File: config.mk
export PLATFORM = sky130hd
export DESIGN_NAME = pulse_analyzer
export DESIGN_NICKNAME = d
export VERILOG_FILES = /design/src/rtl/pulse_analyzer_pkg.sv /design/src/rtl/pulse_analyzer_sat_counter.sv /design/src/rtl/pulse_analyzer.sv
export SDC_FILE = /design/constraint.sdc
export NUM_CORES = 1
export LEC_CHECK = 0
export CAP_MARGIN = 10
export CORE_MARGIN = 10
export CORE_UTILIZATION = 59
export CTS_BUF_LIST = sky130_fd_sc_hd__clkbuf_8
export DETAILED_ROUTE_END_ITERATION = 10
export DONT_BUFFER_PORTS = 1
export PLACE_DENSITY = 0.75
export SLEW_MARGIN = 0
export SYNTH_ARGS = -nofsm -noshare
export SYNTH_HDL_FRONTEND = slang
export SYNTH_HIERARCHICAL = 1
export SYNTH_SLANG_ARGS = --single-unit
File: constraint.sdc
create_clock -name clk -period 7.87 [get_ports clk]
set_clock_uncertainty 0.05 [all_clocks]
set_input_delay 1.574 -clock clk [delete_from_list [all_inputs] [get_ports clk]]
set_output_delay 1.574 -clock clk [all_outputs]
set_load 0.005 [all_outputs]
File: src/rtl/pulse_analyzer_pkg.sv
// Shared types and sizes for the pulse analyzer.
//   SIZE_FILTER_DATA : default filtered-sample width
//   SIZE_EVENT_TIME  : default width of the peak_time and width fields
//   event_t          : event record layout at the default widths
//   pa_state_t       : analyzer FSM states
package pulse_analyzer_pkg;

    localparam int SIZE_FILTER_DATA = 16;
    localparam int SIZE_EVENT_TIME  = 16;

    typedef struct packed {
        logic signed [SIZE_FILTER_DATA-1:0] amplitude;
        logic [SIZE_EVENT_TIME-1:0]         peak_time;
        logic [SIZE_EVENT_TIME-1:0]         width;
        logic                               pileup;
    } event_t;

    typedef enum logic {
        IDLE  = 1'b0,
        TRACK = 1'b1
    } pa_state_t;

endpackage

File: src/rtl/pulse_analyzer_sat_counter.sv
// Saturating up-counter: counts inc pulses and sticks at all-ones.
//   clk   : system clock
//   reset : synchronous, active-high; clears the count
//   inc   : increment request for this cycle
//   count : current count
module sat_counter #(
    parameter int WIDTH = 16
) (
    input  logic             clk,
    input  logic             reset,
    input  logic             inc,
    output logic [WIDTH-1:0] count
);

    logic [WIDTH-1:0] count_q, count_d;

    always_comb begin
        count_d = count_q;
        if (inc && (count_q != '1)) begin
            count_d = count_q + 1'b1;
        end
    end

    always_ff @(posedge clk) begin
        if (reset) begin
            count_q <= '0;
        end else begin
            count_q <= count_d;
        end
    end

    assign count = count_q;

endmodule

File: src/rtl/pulse_analyzer.sv
// Reduces each above-threshold pulse of a filtered sample stream to an event
// record (amplitude, peak time, width, pile-up) held in a single-entry
// valid/ready output register, with saturating accepted/lost event counters.
//   clk, reset           : system clock, synchronous active-high reset
//   enable               : analysis enable; dropping it mid-pulse aborts the pulse
//   input_data           : signed filtered sample, one per clock
//   threshold            : signed trigger level
//   event_valid/ready    : output record handshake
//   event_amplitude      : peak sample value
//   event_peak_time      : samples from threshold crossing to peak
//   event_width          : samples above threshold
//   event_pileup         : pile-up or timeout seen
//   event_count          : records loaded into the output register
//   lost_count           : records dropped because the output register was full
//
// state | meaning
// IDLE  | waiting for a rising threshold crossing (above && !prev_above)
// TRACK | inside a pulse, updating peak, width, valley and pile-up flag
module pulse_analyzer
    import pulse_analyzer_pkg::*;
#(
    parameter int DATA_W    = SIZE_FILTER_DATA,
    parameter int TIME_W    = SIZE_EVENT_TIME,
    parameter int HYST      = 8,
    parameter int MAX_WIDTH = 1024
) (
    input  logic                     clk,
    input  logic                     reset,
    input  logic                     enable,
    input  logic [DATA_W-1:0]        input_data,
    input  logic [DATA_W-1:0]        threshold,
    output logic                     event_valid,
    input  logic                     event_ready,
    output logic signed [DATA_W-1:0] event_amplitude,
    output logic [TIME_W-1:0]        event_peak_time,
    output logic [TIME_W-1:0]        event_width,
    output logic                     event_pileup,
    output logic [31:0]              event_count,
    output logic [15:0]              lost_count
);

    localparam int AW = DATA_W + 1;
    localparam logic signed [AW-1:0] HYST_W = AW'(HYST);

    pa_state_t state_q, state_d;
    logic signed [DATA_W-1:0] x_q, x_d, amp_q, amp_d, vmin_q, vmin_d, ev_amp_q, ev_amp_d;
    logic [TIME_W-1:0] pk_q, pk_d, wid_q, wid_d, ev_pk_q, ev_pk_d, ev_wid_q, ev_wid_d;
    logic x_vld_q, x_vld_d, prev_above_q, prev_above_d;
    logic fell_q, fell_d, pu_q, pu_d, done_q, done_d;
    logic ev_valid_q, ev_valid_d, ev_pu_q, ev_pu_d;
    logic above, ev_load, ev_lost;
    logic signed [AW-1:0] x_w;

    assign above = x_q > $signed(threshold);
    assign x_w   = $signed({x_q[DATA_W-1], x_q});

    always_comb begin
        x_d          = input_data;
        x_vld_d      = 1'b1;
        // x is not a real sample until one has been captured after reset, so
        // prev_above holds its reset value of 1 until then.
        prev_above_d = x_vld_q ? above : prev_above_q;
        state_d      = state_q;
        amp_d        = amp_q;
        vmin_d       = vmin_q;
        pk_d         = pk_q;
        wid_d        = wid_q;
        fell_d       = fell_q;
        pu_d         = pu_q;
        done_d       = 1'b0;
        ev_valid_d   = ev_valid_q;
        ev_amp_d     = ev_amp_q;
        ev_pk_d      = ev_pk_q;
        ev_wid_d     = ev_wid_q;
        ev_pu_d      = ev_pu_q;
        ev_load      = 1'b0;
        ev_lost      = 1'b0;

        case (state_q)
            IDLE: begin
                if (enable && above && !prev_above_q) begin
                    state_d = TRACK;
                    amp_d   = x_q;
                    vmin_d  = x_q;
                    pk_d    = '0;
                    wid_d   = TIME_W'(1);
                    fell_d  = 1'b0;
                    pu_d    = 1'b0;
                end
            end
            TRACK: begin
                if (!enable) begin
                    state_d = IDLE;
                end else if (!above) begin
                    state_d = IDLE;
                    done_d  = 1'b1;
                end else if (wid_q == TIME_W'(MAX_WIDTH)) begin
                    state_d = IDLE;
                    pu_d    = 1'b1;
                    done_d  = 1'b1;
                end else begin
                    wid_d = wid_q + 1'b1;
                    if (x_q > amp_q) begin
                        amp_d  = x_q;
                        pk_d   = wid_q;
                        vmin_d = x_q;
                        fell_d = 1'b0;
                    end else if (x_q < vmin_q) begin
                        vmin_d = x_q;
                    end
                    if (($signed({amp_d[DATA_W-1], amp_d}) - x_w) >= HYST_W) begin
                        fell_d = 1'b1;
                    end
                    if (fell_d && (x_w > ($signed({vmin_d[DATA_W-1], vmin_d}) + HYST_W))) begin
                        pu_d = 1'b1;
                    end
                end
            end
            default: state_d = IDLE;
        endcase

        // Hand-off runs one cycle after the pulse ends. The working registers
        // still hold the finished record then, even if a new pulse triggers
        // on the same edge.
        if (done_q) begin
            if (!ev_valid_q || event_ready) begin
                ev_valid_d = 1'b1;
                ev_amp_d   = amp_q;
                ev_pk_d    = pk_q;
                ev_wid_d   = wid_q;
                ev_pu_d    = pu_q;
                ev_load    = 1'b1;
            end else begin
                ev_lost = 1'b1;
            end
        end else if (ev_valid_q && event_ready) begin
            ev_valid_d = 1'b0;
        end
    end

    always_ff @(posedge clk) begin
        if (reset) begin
            state_q      <= IDLE;
            x_q          <= '0;
            x_vld_q      <= 1'b0;
            prev_above_q <= 1'b1;
            amp_q        <= '0;
            vmin_q       <= '0;
            pk_q         <= '0;
            wid_q        <= '0;
            fell_q       <= 1'b0;
            pu_q         <= 1'b0;
            done_q       <= 1'b0;
            ev_valid_q   <= 1'b0;
            ev_amp_q     <= '0;
            ev_pk_q      <= '0;
            ev_wid_q     <= '0;
            ev_pu_q      <= 1'b0;
        end else begin
            state_q      <= state_d;
            x_q          <= x_d;
            x_vld_q      <= x_vld_d;
            prev_above_q <= prev_above_d;
            amp_q        <= amp_d;
            vmin_q       <= vmin_d;
            pk_q         <= pk_d;
            wid_q        <= wid_d;
            fell_q       <= fell_d;
            pu_q         <= pu_d;
            done_q       <= done_d;
            ev_valid_q   <= ev_valid_d;
            ev_amp_q     <= ev_amp_d;
            ev_pk_q      <= ev_pk_d;
            ev_wid_q     <= ev_wid_d;
            ev_pu_q      <= ev_pu_d;
        end
    end

    sat_counter #(.WIDTH(32)) u_event_cnt (
        .clk   (clk),
        .reset (reset),
        .inc   (ev_load),
        .count (event_count)
    );

    sat_counter #(.WIDTH(16)) u_lost_cnt (
        .clk   (clk),
        .reset (reset),
        .inc   (ev_lost),
        .count (lost_count)
    );

    assign event_valid     = ev_valid_q;
    assign event_amplitude = ev_amp_q;
    assign event_peak_time = ev_pk_q;
    assign event_width     = ev_wid_q;
    assign event_pileup    = ev_pu_q;

endmodule

; ---- Word level (Yosys, flattened, before mapping)
; Cells that the tools add are included.
[op_classes]
reduce_logical = 16
eq_ne = 10
n_lt_le_gt_ge = 5
bitwise_logic = 2
n_addsub = 5
muxes = 62
[op_table]
columns = op, n
row1 = 2-to-1 mux 16 bit, 27
row2 = one-hot mux 16 bit (2 select lines), 4
row3 = adder 16 x 1 -> 16 bit (second input constant), 2
row4 = adder 32 x 1 -> 32 bit (second input constant), 1
row5 = greater-than comparator 16 bit, 2
row6 = inequality test 32 bit (second input constant), 1
row7 = 2-to-1 mux 1 bit, 28
row8 = adder 16 x 5 -> 17 bit (second input constant), 1
row9 = >= comparator 17 x 5 -> 1 bit (second input constant), 1
row10 = greater-than comparator 16 x 17 -> 1 bit, 1
row11 = subtractor 16 x 16 -> 17 bit, 1
row12 = == test 16 x 11 -> 1 bit (second input constant), 1
row13 = less-than comparator 16 bit, 1
row14 = inequality test 16 bit (second input constant), 1
row15 = AND reduction 4 bit, 2
row16 = logical AND 1 bit, 6
row17 = inequality test 2 x 1 -> 1 bit (second input constant), 3
row18 = inequality test 2 bit (second input constant), 3
row19 = one-hot mux 1 bit (2 select lines), 3
row20 = AND reduction 5 bit, 1
row21 = AND reduction 2 bit, 2
row22 = inequality test 3 x 1 -> 1 bit (second input constant), 1
row23 = OR reduction 3 bit, 1
row24 = logical NOT 1 bit, 2
row25 = 3 further kinds, 4
[totals]
reg_bits = 184
inputBits = 36

; ---- Logic depth before layout (Yosys ltp)
; Gate-level depths: netlist of the first run.
[depth]
ltp_word = 19
mapped_depth = 26

; ---- Cells and area by module
; Netlist of the first run, hierarchy kept.
[modules_own_cells]
columns = module, area_each_um2, cells_each, seq_area_each_um2, n_inst
row1 = pulse_analyzer, 8097.8, 1028, 2722.6, 1
row2 = sat_counter (u_event_cnt), 1674.1, 199, 640.6, 1
row3 = sat_counter (u_lost_cnt), 848.3, 99, 320.3, 1

; ---- Worst setup path after synthesis of the first run
; Ideal clock, no wire load.
[synth_timing]
path_kind = reg-to-reg
from = register x_q[6]
to = register pu_q
stages_incl_launch_ff = 24
required_time_ns = 7.692
slack_ns = 3.023
setup_time_ns = 0.128
t_arrival_ns = 4.668
cell_sequence = dfxtp_1 ha_1 a21oi_1 a21oi_1 o21a_1 o41ai_1 o2111a_1 buf_2 buf_2 o21ai_0 ha_1 and3_1 nand4_1 nor2_1 xnor2_1 mux2_2 ha_1 and4_1 a2111oi_0 o21ai_0 a31oi_1 or2_2 o32a_1 o21ai_1
[synth_via]
elab_chain_cells = 16
word_cells_on_any_way = 31
cone_classes = add/sub (2) / order compare (5) / eq/ne (3) / mux (17) / reduce/logical (4)
[synth_rtl]
columns = item, line_no
row1 = from (decl), pulse_analyzer.sv:46  ; logic signed [DATA_W-1:0] x_q, x_d, amp_q, amp_d, vmin_q, vmin_d, ev_amp_q, ev_amp_d;
row2 = from (signal assigned), pulse_analyzer.sv:144  ; x_q <= '0;
row3 = from (signal assigned), pulse_analyzer.sv:161  ; x_q <= x_d;
row4 = greater-than comparator 16 bit, pulse_analyzer.sv:103  ; if (x_q > amp_q) begin
row5 = 2-to-1 mux 16 bit, pulse_analyzer.sv:103
row6 = 2-to-1 mux 16 bit, pulse_analyzer.sv:97  ; end else if (wid_q == TIME_W'(MAX_WIDTH)) begin
row7 = 2-to-1 mux 16 bit, pulse_analyzer.sv:94  ; end else if (!above) begin
row8 = 2-to-1 mux 16 bit, pulse_analyzer.sv:92  ; if (!enable) begin
row9 = 2-to-1 mux 16 bit, pulse_analyzer.sv:79  ; case (state_q)
row10 = subtractor 16 x 16 -> 17 bit, pulse_analyzer.sv:111  ; if (($signed({amp_d[DATA_W-1], amp_d}) - x_w) >= HYST_W) begin
row11 = >= comparator 17 x 5 -> 1 bit, pulse_analyzer.sv:111
row12 = 2-to-1 mux 1 bit, pulse_analyzer.sv:111
row13 = 2-to-1 mux 1 bit, pulse_analyzer.sv:97
row14 = 2-to-1 mux 1 bit, pulse_analyzer.sv:94
row15 = 2-to-1 mux 1 bit, pulse_analyzer.sv:92
row16 = 2-to-1 mux 1 bit, pulse_analyzer.sv:79
row17 = logical AND 1 bit, pulse_analyzer.sv:114  ; if (fell_d && (x_w > ($signed({vmin_d[DATA_W-1], vmin_d}) + HYST_W))) begin
row18 = inequality test 3 x 1 -> 1 bit (no source line), -
row19 = AND reduction 4 bit (no source line) (*), -
row20 = to (signal assigned), pulse_analyzer.sv:169  ; pu_q <= pu_d;
row21 = to (decl), pulse_analyzer.sv:49  ; logic fell_q, fell_d, pu_q, pu_d, done_q, done_d;
; Every way passes the cells marked *; elsewhere a longest branch is shown, timed or not. The select of a mux whose other input is x is not followed.
; A chain may end at the register's enable or synchronous reset.

; ---- Worst setup path in the final report of the first run
[layout_timing]
from = register x_q[1]
to = register pu_q
; Same word-level chain as after synthesis.

==> results of run 1 <==
-- cell usage after synthesis (all sizes together) (3+ instances only) --
| master | number | share of area, % |
|---|---|---|
| nor3b | 7 | 0.49 |
| a2111oi | 5 | 0.47 |
| nor3 | 24 | 1.1 |
| nor4b | 3 | 0.25 |
| nor4 | 13 | 0.97 |
| mux2i | 42 | 4.0 |
| a21o | 8 | 0.57 |
| a31oi | 6 | 0.41 |
| nor2b | 28 | 1.6 |
| nor2 | 100 | 3.5 |
| inv | 89 | 3.1 |
| o21ai | 54 | 2.5 |
| o41ai | 4 | 0.51 |
| buf | 17 | 0.82 |
| a21oi | 135 | 6.5 |
| nand2b | 22 | 1.3 |
| or3 | 21 | 1.3 |
| ha | 85 | 10 |
| nand2 | 177 | 6.3 |
| nand3b | 4 | 0.28 |
| xnor2 | 39 | 3.2 |
| nand3 | 58 | 2.8 |
| a211oi | 5 | 0.35 |
| o31ai | 19 | 1.3 |
| and4 | 9 | 0.74 |
| nand4 | 32 | 2.0 |
| dfxtp | 184 | 35 |
| clkbuf | 44 | 1.6 |
| and2 | 3 | 0.18 |
| and3 | 9 | 0.58 |
| o211ai | 4 | 0.28 |
| mux2 | 5 | 0.53 |
| xor2 | 7 | 0.58 |
| or4 | 22 | 1.6 |
| o2111ai | 6 | 0.49 |
| o21a | 6 | 0.42 |
-- metal layers --
layer | routed length (µm) | vias to the layer above
met3 | 1490 | 34
met1 | 11900 | 4307
met4 | 464 | 0
met2 | 12700 | 231
li1 | - | 4612
met5 | 0 | -
-- cell type report --
class | instances | area (µm²)
sequential | 184 | 3680
clock inverter | 15 | 180
timing repair buffer | 6 | 45.0
inverter | 90 | 338
tap | 229 | 287
multi-input combinational | 991 | 6370
fill | 1620 | 6710
clock buffer | 17 | 234
-- cells by family after synthesis --
family | after synthesis | synth area share (%)
xor gates and xnor gates | 46 | 3.79
adders and majority gates | 86 | 10.2
buffers and inverters | 151 | 5.56
and+or+nand+nor | 537 | 25.4
muxes | 47 | 4.49
AOI/OAI and AO/OA | 275 | 15.8
DFF | 184 | 34.7
-- sequential cells by signal (all words and copies together) (netlist names), 16 cells and up --
name,cells
event_width,16
amp_q,16
pk_q,16
event_amplitude,16
u_event_cnt/count,32
vmin_q,16
event_peak_time,16
x_q,16
wid_q,16
u_lost_cnt/count,16
-- worst max-delay path, stage by stage, from the launching register on --
cell and delay (ns):
dfxtp_1 0.54, ha_1 0.30, nor2b_1 0.13, o211ai_1 0.19, a21boi_0 0.12, o41ai_1 0.44
o2111a_1 0.24, buf_4 0.30, nand2_1 0.08, o21ai_0 0.12, ha_1 0.28, and3_1 0.23
nand4_1 0.19, nor4_1 0.29, xnor2_1 0.15, o21ai_0 0.10, ha_1 0.20, a21oi_1 0.14
o211ai_1 0.13, a2111oi_0 0.50, o21ai_0 0.20, a31oi_1 0.22, or2_2 0.15, o32a_1 0.13
o21ai_1 0.05
-- report_power, final --
part / switching [mW] / internal, mW
Clock: 0.384 / 0.270
Combinational: 0.153 / 0.107
Sequential: 0.0183 / 0.939
-- per-stage QoR --
step	utilization (%)	instance area, µm²
after global routing	62.4	11100
after CTS	62.4	11100
after global placement	60.1	10700
after floorplan	-	10600
final	62.4	11100
after detailed placement	60.1	10700
-- final timing paths --
path	start	end	slack [ns]	cells past startpoint
worst max register to register	x_q[1]$_SDFF_PP0_	pu_q$_SDFFE_PP0P_	2.28	24
worst min register to register	pk_q[12]$_SDFFE_PP0P_	event_peak_time[12]$_SDFFE_PP0P_	0.40	2
worst min-delay path	pk_q[12]$_SDFFE_PP0P_	event_peak_time[12]$_SDFFE_PP0P_	0.40	2
worst max-delay path	x_q[1]$_SDFF_PP0_	pu_q$_SDFFE_PP0P_	2.28	24
==> flow_summary.toml, run 1 <==
[timing]
max_freq_mhz = 179
finalSetupViolations = 0
hold_viol_final = 0
slew_viol_final = 0
tightest_slew_ns = 1.12
period_needed_ns = 5.59
rsz0062_at_grt = "no"
finalCritPeriodShare_pct = 71.1
worst_slack_ns = 2.28
hold_ws_ns = 0.404
fin_tns_setup_ns = 0
max_slew_margin_pct = 24.7

[floorplan]
core_um2 = 17800
io_pins = 134
die_h_um = 154
chipWidth_um = 154
initial_utilization_pct = 59.5
rows = 49
dieArea_um2 = 23800

[synthesis]
synth_nets = 1448
synth_cells = 1326
syn_area_um2 = 10600
synth-edff-count = 0
ys_seq_elements = 184
ys.flop_type = "dfxtp_1"
async_flop_share_pct = 0
yosys_warnings = 6
synth.avg_cell_area_um2 = 8.01
synth_cell_type_count = 76
yosysSeqAreaShare_pct = 34.7

[setup_path]
critPathKind = "flop to flop"
cp_max_fo = 31
worstPathArrival_ns = 5.88
crit_required_ns = 8.15
cp-start-kind = "flop"
critPathCaptureType = "flop"

[routing]
vias = 9184
drt_iter0_markers = 727
drt_first_pass_iters = 5
ant_nets = 0
drt-total-wl_um = 26500
wl_per_cell_um = 17.3
vias_per_cell = 5.99
drc = 0

[place]
numPortBuffers = 0
pre_cts_slack_ns = 2.39
place_inst = 1500
dp_hpwl_um = 19200
place_congestion = 0.859

[clocking]
clockBufferDepth = 2
clock_latency_ns = 0.46
post_cts_resized = 0
tritoncts = "done"
numCtsBuffers = 17
htree_num_levels = 4
postCtsSetupBuffers = 0
clk_pin_slew_ns = 0.10
ctsHoldBuffers = 0
cts_sinks = 184
ctsRootBufferMaster = "clkbuf_8"

[finish]
final_cell_mix = "184 x dfxtp_1, 175 x nand2_1, 133 x a21oi_1"
final_cells = 1532
area.growth.synth_to_final_pct = 4.83
drive_gt1_share_pct = 4.68
mostFrequentLayoutCell = "dfxtp_1"
nets = 1412
n_antenna_cell = 0

[global_routing]
grt_util_met2_pct = 35.8
grt.busiest_layer = "met2"
use_met3_pct = 4.71
grt_pass1_wl_um = 43500
gr-total-overflow = 0
grt_pass1_vias = 8627
grt_max_degree = 173
grtUsageMet1_pct = 27.0
grt_antenna_before_repair = 0
globalRouteTotalUtil_pct = 21.5

[power_and_ir_drop]
ir_drop_uv = 126
finalPower_mw = 1.87
p_leak_nw = 3.82
power_density_nw_per_um2 = 168

[outcome]
outcome = "finished clean"

[hold_path]
min_path_type = "flop to flop"

[job]
maxCapViolations = 0
Note: power is estimated with default switching activity, not from simulation.
==> run 2, diff against run 1 <==
clock period = 5.52 ns   (was 7.87 ns; I/O delays follow)
==> run 2 against run 1 <==
Compared with the run above: global-route usage increased by 0.73 points; critical endpoint unchanged; worst hold slack got worse by 0.0073 ns; final area increased by 1.3%; routed wire length increased by 1.7%; critical path type unchanged; die area unchanged; via count increased by 1.6%; total power increased by 42%; core utilization increased by 0.80 points; register-to-register slack got worse by 1.8 ns.
==> flow_summary.toml, run 2 (synthesis gave the netlist of run 1 again) <==
[floorplan]
io_pins = 134
rows = 49
chipWidth_um = 154
dieArea_um2 = 23800
core_um2 = 17800
initial_utilization_pct = 59.5
die_h_um = 154

[clocking]
ctsHoldBuffers = 0
ctsRootBufferMaster = "clkbuf_8"
cts_sinks = 184
clk_pin_slew_ns = 0.11
postCtsSetupBuffers = 0
clockBufferDepth = 2
htree_num_levels = 4
tritoncts = "done"
numCtsBuffers = 17
clock_latency_ns = 0.48

[global_routing]
grt_pass1_vias = 8652
globalRouteTotalUtil_pct = 22.2
grt_pass1_wl_um = 44500
gr-total-overflow = 0
grt_max_degree = 173
grt_antenna_before_repair = 0

[place]
numPortBuffers = 0
pre_cts_slack_ns = 0.348
dp_hpwl_um = 20000
place_congestion = 0.966

[timing]
finalCritPeriodShare_pct = 91.1
rsz0062_at_grt = "no"
max_slew_margin_pct = 42.4
fin_tns_setup_ns = 0
hold_viol_final = 0
tightest_slew_ns = 0.861
slew_viol_final = 0
worst_slack_ns = 0.491
finalSetupViolations = 0
max_freq_mhz = 199
period_needed_ns = 5.03

[finish]
final_cell_mix = "183 x dfxtp_1, 175 x nand2_1, 133 x a21oi_1"
drive_gt1_share_pct = 6.29
nets = 1429
largest_reg_flops = 32
n_antenna_cell = 0
mostFrequentLayoutCell = "dfxtp_1"
area.growth.synth_to_final_pct = 6.17

[routing]
drc = 0
ant_nets = 0
vias_per_cell = 6.03
drt_first_pass_iters = 5
drt-total-wl_um = 26900
drt_iter0_markers = 673
vias = 9335
wl_per_cell_um = 17.4

[power_and_ir_drop]
power_density_nw_per_um2 = 236
ir_drop_uv = 171
p_leak_nw = 3.90

[setup_path]
critical_path.startpoint = "amp_q[15]$_SDFFE_PP0P_"
crit_required_ns = 5.89
reg2reg_to = "pu_q$_SDFFE_PP0P_"
cp_max_fo = 5
r2r_start = "amp_q[15]$_SDFFE_PP0P_"
cp-start-kind = "flop"
critPathKind = "flop to flop"
regToRegSetupSlack_ns = 0.49
worstPathArrival_ns = 5.40
critPathCaptureType = "flop"
r2r_cells = 23

[hold_path]
min_to = "event_peak_time[10]$_SDFFE_PP0P_"
min_path_type = "flop to flop"
whs_path_depth = 2
hold_start = "pk_q[10]$_SDFFE_PP0P_"

[outcome]
outcome = "finished clean"

[job]
maxCapViolations = 0
## run 2: changes by cell type in the layout (fill, tap and decap cells not counted), moves of 2 or more
| cell | delta |
|---|---|
| nor4_2 | +2 |
| o21ai_0 | -2 |
| nor4_1 | -2 |
| buf_4 | +17 |
| o21ai_1 | +2 |
## run 2: per-stage QoR
| step | power, mW | utilization (%) | hold slack, ns | area [µm²] | instances |
|---|---|---|---|---|---|
| floorplan | 1.69 | - | 0.382 | 10600 | 1326 |
| global placement | 1.77 | 60.8 | 0.385 | 10800 | 1517 |
| detailed placement | 1.77 | 60.8 | 0.391 | 10800 | 1517 |
| CTS | 2.67 | 63.0 | 0.401 | 11200 | 1549 |
| global route | 2.78 | 63.2 | 0.427 | 11300 | 1549 |
| finish | 2.66 | 63.2 | 0.397 | 11300 | 1549 |
## run 2: what timing repair did
| action | 4_1_cts | 5_1_grt |
|---|---|---|
| endpoints found under the hold margin | 0 | 0 |
| endpoints found under the setup margin | 0 | 1 |
| resized for setup | 0 | 8 |
## run 2: area by class of cell
type                    count  area, µm²
clock buffers              18        248
clock inverters            14        154
fillers                  1552       6570
inverters                  90        338
multi-input cells         991       6390
flip-flops and latches    184       3680
well taps                 229        287
repair buffers             23        173
## run 2: worst max-delay path by stage
stage / slack (ns) / to / cells after the start
floorplan: 0.67 / pu_q$_SDFFE_PP0P_ / 23
global placement: 0.41 / pu_q$_SDFFE_PP0P_ / 24
detailed placement: 0.35 / pu_q$_SDFFE_PP0P_ / 23
CTS: 0.28 / pu_q$_SDFFE_PP0P_ / 23
global route: 0.03 / pu_q$_SDFFE_PP0P_ / 24
finish: 0.49 / pu_q$_SDFFE_PP0P_ / 23
## run 2: power breakdown
part           internal, mW  switching, mW  total [mW]  leakage, nW
Combinational         0.163          0.234       0.397         2.22
Sequential             1.34         0.0167        1.36         1.49
Clock                 0.353          0.555       0.908        0.200
## run 2: critical path, cell delays in order (launching register included)
cell	delay (ns)
dfxtp_1	0.43
inv_1	0.07
ha_1	0.36
nand2_1	0.13
nor4_2	0.33
a21boi_0	0.27
o41ai_2	0.13
o2111a_1	0.19
o21ai_1	0.19
ha_1	0.24
and3_1	0.24
nand4_1	0.20
nor2_1	0.16
xnor2_1	0.08
mux2_2	0.26
ha_1	0.29
and4_1	0.23
nand4_1	0.13
nor3_1	0.08
a21oi_1	0.23
a31oi_1	0.11
or2_2	0.29
nand4bb_1	0.17
o21ai_1	0.11
## run 2: layer usage
metal,vias up,routed length (µm),global-route usage [%]
li1,4646,-,-
met1,4414,11500,27.5
met5,-,0,0
met4,0,553,7.33
met2,233,13200,36.9
met3,42,1690,5.50
